[src/rtl/score_timer_pkg.sv]
// Shared types and constants for the score_timer game-session block.
package score_timer_pkg;

    typedef enum logic [1:0] {
        IDLE = 2'd0,
        RUN  = 2'd1,
        OVER = 2'd2
    } state_t;

    localparam int             BCD_W   = 4;
    localparam logic [BCD_W-1:0] BCD_MAX = 4'd9;

endpackage

[src/rtl/score_timer_bcd_digit.sv]
// One decimal score digit; chained through carry_in/carry_out, frozen while hold is high.
module bcd_digit
    import score_timer_pkg::*;
(
    input  logic             clk,
    input  logic             reset,
    input  logic             clear,
    input  logic             inc,
    input  logic             carry_in,
    input  logic             hold,
    output logic [BCD_W-1:0] digit,
    output logic             carry_out
);

    assign carry_out = carry_in && (digit == BCD_MAX);

    always_ff @(posedge clk or negedge reset) begin
        if (!reset) begin
            digit <= '0;
        end else if (clear) begin
            digit <= '0;
        end else if (inc && carry_in && !hold) begin
            digit <= (digit == BCD_MAX) ? '0 : digit + 4'd1;
        end
    end

endmodule

[src/rtl/score_timer.sv]
// Game countdown driven by synchronised slow_clk ticks, plus a saturating BCD hit score.
// Optional high-score tracking is built when SCORE_TIMER_HIGH_SCORE_EN is defined.
module score_timer
    import score_timer_pkg::*;
#(
    parameter int SCORE_DIGITS  = 3,
    parameter int GAME_SECONDS  = 60,
    parameter int TICKS_PER_SEC = 5
) (
    input  logic                          clk,
    input  logic                          reset,
    input  logic                          slow_clk,
    input  logic                          start,
    input  logic                          hit,
    output logic [BCD_W*SCORE_DIGITS-1:0] score_bcd,
    output logic [6:0]                    time_left,
    output logic                          running,
    output logic                          game_over,
`ifdef SCORE_TIMER_HIGH_SCORE_EN
    output logic [BCD_W*SCORE_DIGITS-1:0] high_score,
    output logic                          new_high,
`endif
    output logic [1:0]                    dbg_state
);

    localparam int               SUB_W     = (TICKS_PER_SEC > 1) ? $clog2(TICKS_PER_SEC) : 1;
    localparam logic [SUB_W-1:0] SUB_LAST  = SUB_W'(TICKS_PER_SEC - 1);
    localparam logic [6:0]       TIME_LOAD = 7'(GAME_SECONDS);

    state_t           state, next_state;
    logic             sync1, sync2, sync3;
    logic             tick;
    logic [SUB_W-1:0] sub_cnt;
    logic             begin_game;
    logic             sec_wrap;
    logic             last_dec;
    logic             score_inc;
    logic [SCORE_DIGITS:0] carry;

    // slow_clk is unrelated to clk: two flops to resolve metastability, a third for edge detect.
    always_ff @(posedge clk or negedge reset) begin
        if (!reset) begin
            sync1 <= 1'b0;
            sync2 <= 1'b0;
            sync3 <= 1'b0;
        end else begin
            sync1 <= slow_clk;
            sync2 <= sync1;
            sync3 <= sync2;
        end
    end

    assign tick       = sync2 && !sync3;
    assign begin_game = start && (state != RUN);
    assign sec_wrap   = (state == RUN) && tick && (sub_cnt == SUB_LAST);
    assign last_dec   = sec_wrap && (time_left == 7'd1);
    assign score_inc  = hit && (state == RUN);

    always_ff @(posedge clk or negedge reset) begin
        if (!reset) begin
            state <= IDLE;
        end else begin
            state <= next_state;
        end
    end

    always_comb begin
        next_state = state;
        case (state)
            IDLE:    if (start)    next_state = RUN;
            RUN:     if (last_dec) next_state = OVER;
            OVER:    if (start)    next_state = RUN;
            default: next_state = IDLE;
        endcase
    end

    always_ff @(posedge clk or negedge reset) begin
        if (!reset) begin
            sub_cnt   <= '0;
            time_left <= '0;
        end else if (begin_game) begin
            sub_cnt   <= '0;
            time_left <= TIME_LOAD;
        end else if ((state == RUN) && tick) begin
            if (sec_wrap) begin
                sub_cnt   <= '0;
                time_left <= time_left - 7'd1;
            end else begin
                sub_cnt   <= sub_cnt + 1'b1;
            end
        end
    end

    assign running   = (state == RUN);
    assign game_over = (state == OVER);
    assign dbg_state = state;

    // The carry out of the top digit is high exactly when every digit is 9, so it doubles as hold.
    assign carry[0] = 1'b1;

    for (genvar g = 0; g < SCORE_DIGITS; g++) begin : g_digit
        bcd_digit u_digit (
            .clk       (clk),
            .reset     (reset),
            .clear     (begin_game),
            .inc       (score_inc),
            .carry_in  (carry[g]),
            .hold      (carry[SCORE_DIGITS]),
            .digit     (score_bcd[g*BCD_W +: BCD_W]),
            .carry_out (carry[g+1])
        );
    end

`ifdef SCORE_TIMER_HIGH_SCORE_EN
    logic end_q;

    // Compare one cycle after the game ends so a hit on the final tick is part of the score.
    // Valid BCD orders the same as binary, so a plain magnitude compare suffices.
    assign new_high = end_q && (score_bcd > high_score);

    always_ff @(posedge clk or negedge reset) begin
        if (!reset) begin
            end_q      <= 1'b0;
            high_score <= '0;
        end else begin
            end_q <= last_dec;
            if (new_high) begin
                high_score <= score_bcd;
            end
        end
    end
`endif

endmodule

[config.mk]
export PLATFORM = sky130hd
export DESIGN_NAME = score_timer
export DESIGN_NICKNAME = d
export VERILOG_FILES = /design/src/rtl/score_timer_pkg.sv /design/src/rtl/score_timer_bcd_digit.sv /design/src/rtl/score_timer.sv
export SDC_FILE = /design/constraint.sdc
export NUM_CORES = 1
export LEC_CHECK = 0
export ABC_AREA = 1
export CORE_AREA = 4 4 59 114
export DETAILED_ROUTE_END_ITERATION = 10
export DIE_AREA = 0 0 63 118
export DONT_BUFFER_PORTS = 1
export GPL_TIMING_DRIVEN = 0
export HOLD_SLACK_MARGIN = 0.15
export SKIP_CTS_REPAIR_TIMING = 1
export SYNTH_ARGS = -nofsm -noshare
export SYNTH_HDL_FRONTEND = slang
export SYNTH_SLANG_ARGS = --single-unit
[constraint.sdc]
create_clock -name clk -period 1.47 [get_ports clk]
set_input_delay 0.294 -clock clk [delete_from_list [all_inputs] [get_ports clk]]
set_output_delay 0.294 -clock clk [all_outputs]
set_load 0.02 [all_outputs]
==> impl_metrics.json <==
{
  "status": "complete, but fails checks",
  "violations": "setup timing",
  "fin_crit_sh_pct": 101.7,
  "grt_max_degree": 28,
  "internal-power_uw": 1915,
  "p_comb_share_pct": 35.2,
  "path_class": "register to register",
  "postRouteAntennaNets": 0,
  "drv_slew": 0,
  "grt_pass1_wl_um": 7162,
  "dr.pass1.iters": 4,
  "rsz0062_at_grt": "true",
  "ys_seq_elements": 27,
  "path_clk_slew_ns": 0.07,
  "yosysMostFrequentCell": "nand2_1",
  "worstPathRequired_ns": 1.68,
  "use_met3_pct": 3.247,
  "setup_ws_ns": -0.02463,
  "ys.flop_type": "dfrtp_1",
  "yosysTopAreaCellShare_pct": 39.65,
  "cts_buffers": 3,
  "cp_slowest_cell": "dfrtp_2",
  "arrival_ns": 1.70,
  "grt_overflow": 0,
  "worst_pin_slew_ns": 0.4311,
  "swShare_pct": 45.90,
  "root_buffer": "clkbuf_16",
  "p_sw_uw": 1625,
  "cts_tree": "done",
  "vias": 1502,
  "finalSetupViolCount": 5,
  "first_global_vias": 1399,
  "p_leak_uw": 0.001020,
  "dieArea_um2": 7434,
  "yosys_warnings": 0,
  "fmax_mhz": 669.1,
  "syn-num-nets": 229,
  "min_path_type": "input pin to register",
  "endpoint_kind": "register",
  "worst_setup_path_start_kind": "register",
  "drcViolationCount": 0,
  "antenna_found_initial": 0,
  "fp-row-count": 39,
  "p_per_area_nw_per_um2": 1661,
  "worst-path-buf-inv": 2,
  "synth_area_leaders": "dfrtp_1 (40%), nand2_1 (13%), nand3_1 (9.4%), ha_1 (7.3%), inv_1 (4.6%)",
  "path_cells": "inv_2 -> nor2_4 -> nand2_4 -> nor2_8 -> buf_6 -> nand4_1 -> nand2_1",
  "slowest_delay_ns": 0.50,
  "hold_ws_ns": 0.3079,
  "p_clk_share_pct": 18.4,
  "grt_util_all_layers_pct": 11.92,
  "vdd.ir_drop.worst_uv": 712.4,
  "grt_busiest_layer": "met2",
  "drt_iter0_drc": 51,
  "syn-instance-count": 214,
  "power_frac_seq_pct": 46.5,
  "gp_congestion": 0.7883,
  "cp_max_fo": 5,
  "routedWlPerCell_um": 14.90,
  "initial_core_util_pct": 29.35,
  "die_y_um": 118,
  "finalPower_uw": 3539,
  "netlist_area_um2": 1704,
  "ios": 28,
  "max-slew-margin-rel_pct": 71.26,
  "clkLatencyLatePin_ns": 0.27,
  "hold_violations": 0,
  "seq_area_frac_synth_pct": 39.65,
  "clockBufferDepth": 2,
  "grt_util_met2_pct": 21.38,
  "met1_usage_pct": 13.41,
  "synth-edff-count": 0,
  "drive_gt1_share_pct": 33.77,
  "via_per_inst": 5.144,
  "numClockSinks": 27,
  "drt_wl_total_um": 4351,
  "finClkSkew_ns": 0.005871,
  "synth_commonest_cells": "nand2_1 (57), nand3_1 (32), dfrtp_1 (27), inv_1 (21), nor2_1 (21)",
  "fin_crit_ns": 1.495,
  "n_fill_cell": 581,
  "detailed_place_hpwl_um": 2974,
  "die-width_um": 63,
  "nets": 247,
  "diodes": 0,
  "cp_top_family": "simple AND/OR/NAND/NOR gates",
  "yosys.cell_types.count": 26,
  "yosysTopAreaCell": "dfrtp_1",
  "core_area_um2": 5807,
  "drv_cap": 0,
  "async_flop_share_pct": 100.0,
  "h-tree-depth": 1,
  "area_growth_pct": 25.04,
  "syn_area_per_cell_um2": 7.963,
  "portBuffers": 0
}
[logic make-up after synthesis]
kind of cell	count (synthesis)	synth area share [%]
AOI/OAI and AO/OA	5	1.762
xor gates and xnor gates	3	1.542
adders and majority gates	10	7.342
buffers and inverters	27	7.342
DFF	27	39.65
and+or+nand+nor	142	42.36
[tightest hold or removal path: stages]
cell and delay [ns]:
nand2_2 0.07, nor2_4 0.05, nand4_1 0.08, nand2_1 0.05
[metrics by stage]
stage | instance area, µm² | instances | setup slack [ns] | TNS, ns | util (%)
final | 2131 | 292 | -0.02463 | -0.04316 | 36.69
after global routing | 2131 | 292 | -0.09555 | -1.284 | 36.69
after CTS | 1863 | 279 | -0.1928 | -2.976 | 32.08
after detailed placement | 1780 | 275 | -0.1611 | -2.195 | 30.66
after global placement | 1780 | 275 | -0.1618 | -2.060 | 30.66
after floorplan | 1704 | 214 | 0.01128 | 0 | -
[final cells by class]
cell class	count	area [µm²]	area share, %
clock buffer	3	75.07	3.523
inverter	23	96.34	4.521
buffer	4	38.79	1.820
multi-input combinational	161	1030	48.33
clock inverter	1	7.507	0.3523
tap	61	76.32	3.582
timing repair buffer	12	117.6	5.520
sequential	27	689.4	32.35
[flip-flops by register name, indices dropped and copies added, names as in the netlist]
signal	cells
sub_cnt	3
sync3	1
g_digit.u_digit.digit	12
sync2	1
dbg_state	2
time_left	7
sync1	1
[power by group through the flow]
stage / sequential [µW] / combinational (µW) / clock [µW]
detailed placement: 1610 / 1050 / 0
floorplan: 1500 / 893 / 0
CTS: 1590 / 1060 / 668
global route: 1700 / 1480 / 703
global placement: 1600 / 1020 / 0
finish: 1640 / 1240 / 650
[cells in the final DEF, fill, tap and decap left out, drive strengths merged, types with 2 or more instances in the layout]
cell type    instances
dlygate4sd3          3
inv                 23
or2                  2
nand2               65
o21ai                2
nand4               12
dfrtp               27
nor2                27
ha                  10
clkbuf               3
nand3               36
buf                 13
xor2                 2
[routing by layer]
| metal | wire length (µm) | up-vias | part of all wire, % |
|---|---|---|---|
| li1 | - | 733 | - |
| met4 | 82 | 0 | 1.9 |
| met1 | 1710 | 735 | 39 |
| met2 | 2366 | 25 | 54 |
| met3 | 190 | 9 | 4.4 |
| met5 | 0 | - | 0 |
[final timing paths]
| path | startpoint | end | slack, ns | depth (start not counted) |
|---|---|---|---|---|
| worst max-delay path | dbg_state[0] | time_left[6] | -0.02 | 7 |
| worst min-delay path | hit | g_digit[1].u_digit.digit[2] | 0.31 | 4 |
| worst max register to register | dbg_state[0] | time_left[6] | -0.02 | 7 |
| worst min register to register | sync1 | sync2 | 0.35 | 0 |
| max in group asynchronous | reset | time_left[1] | 0.83 | 2 |
| min in group asynchronous | reset | g_digit[1].u_digit.digit[3] | 0.47 | 2 |
Note: power is estimated with default switching activity, not from simulation.
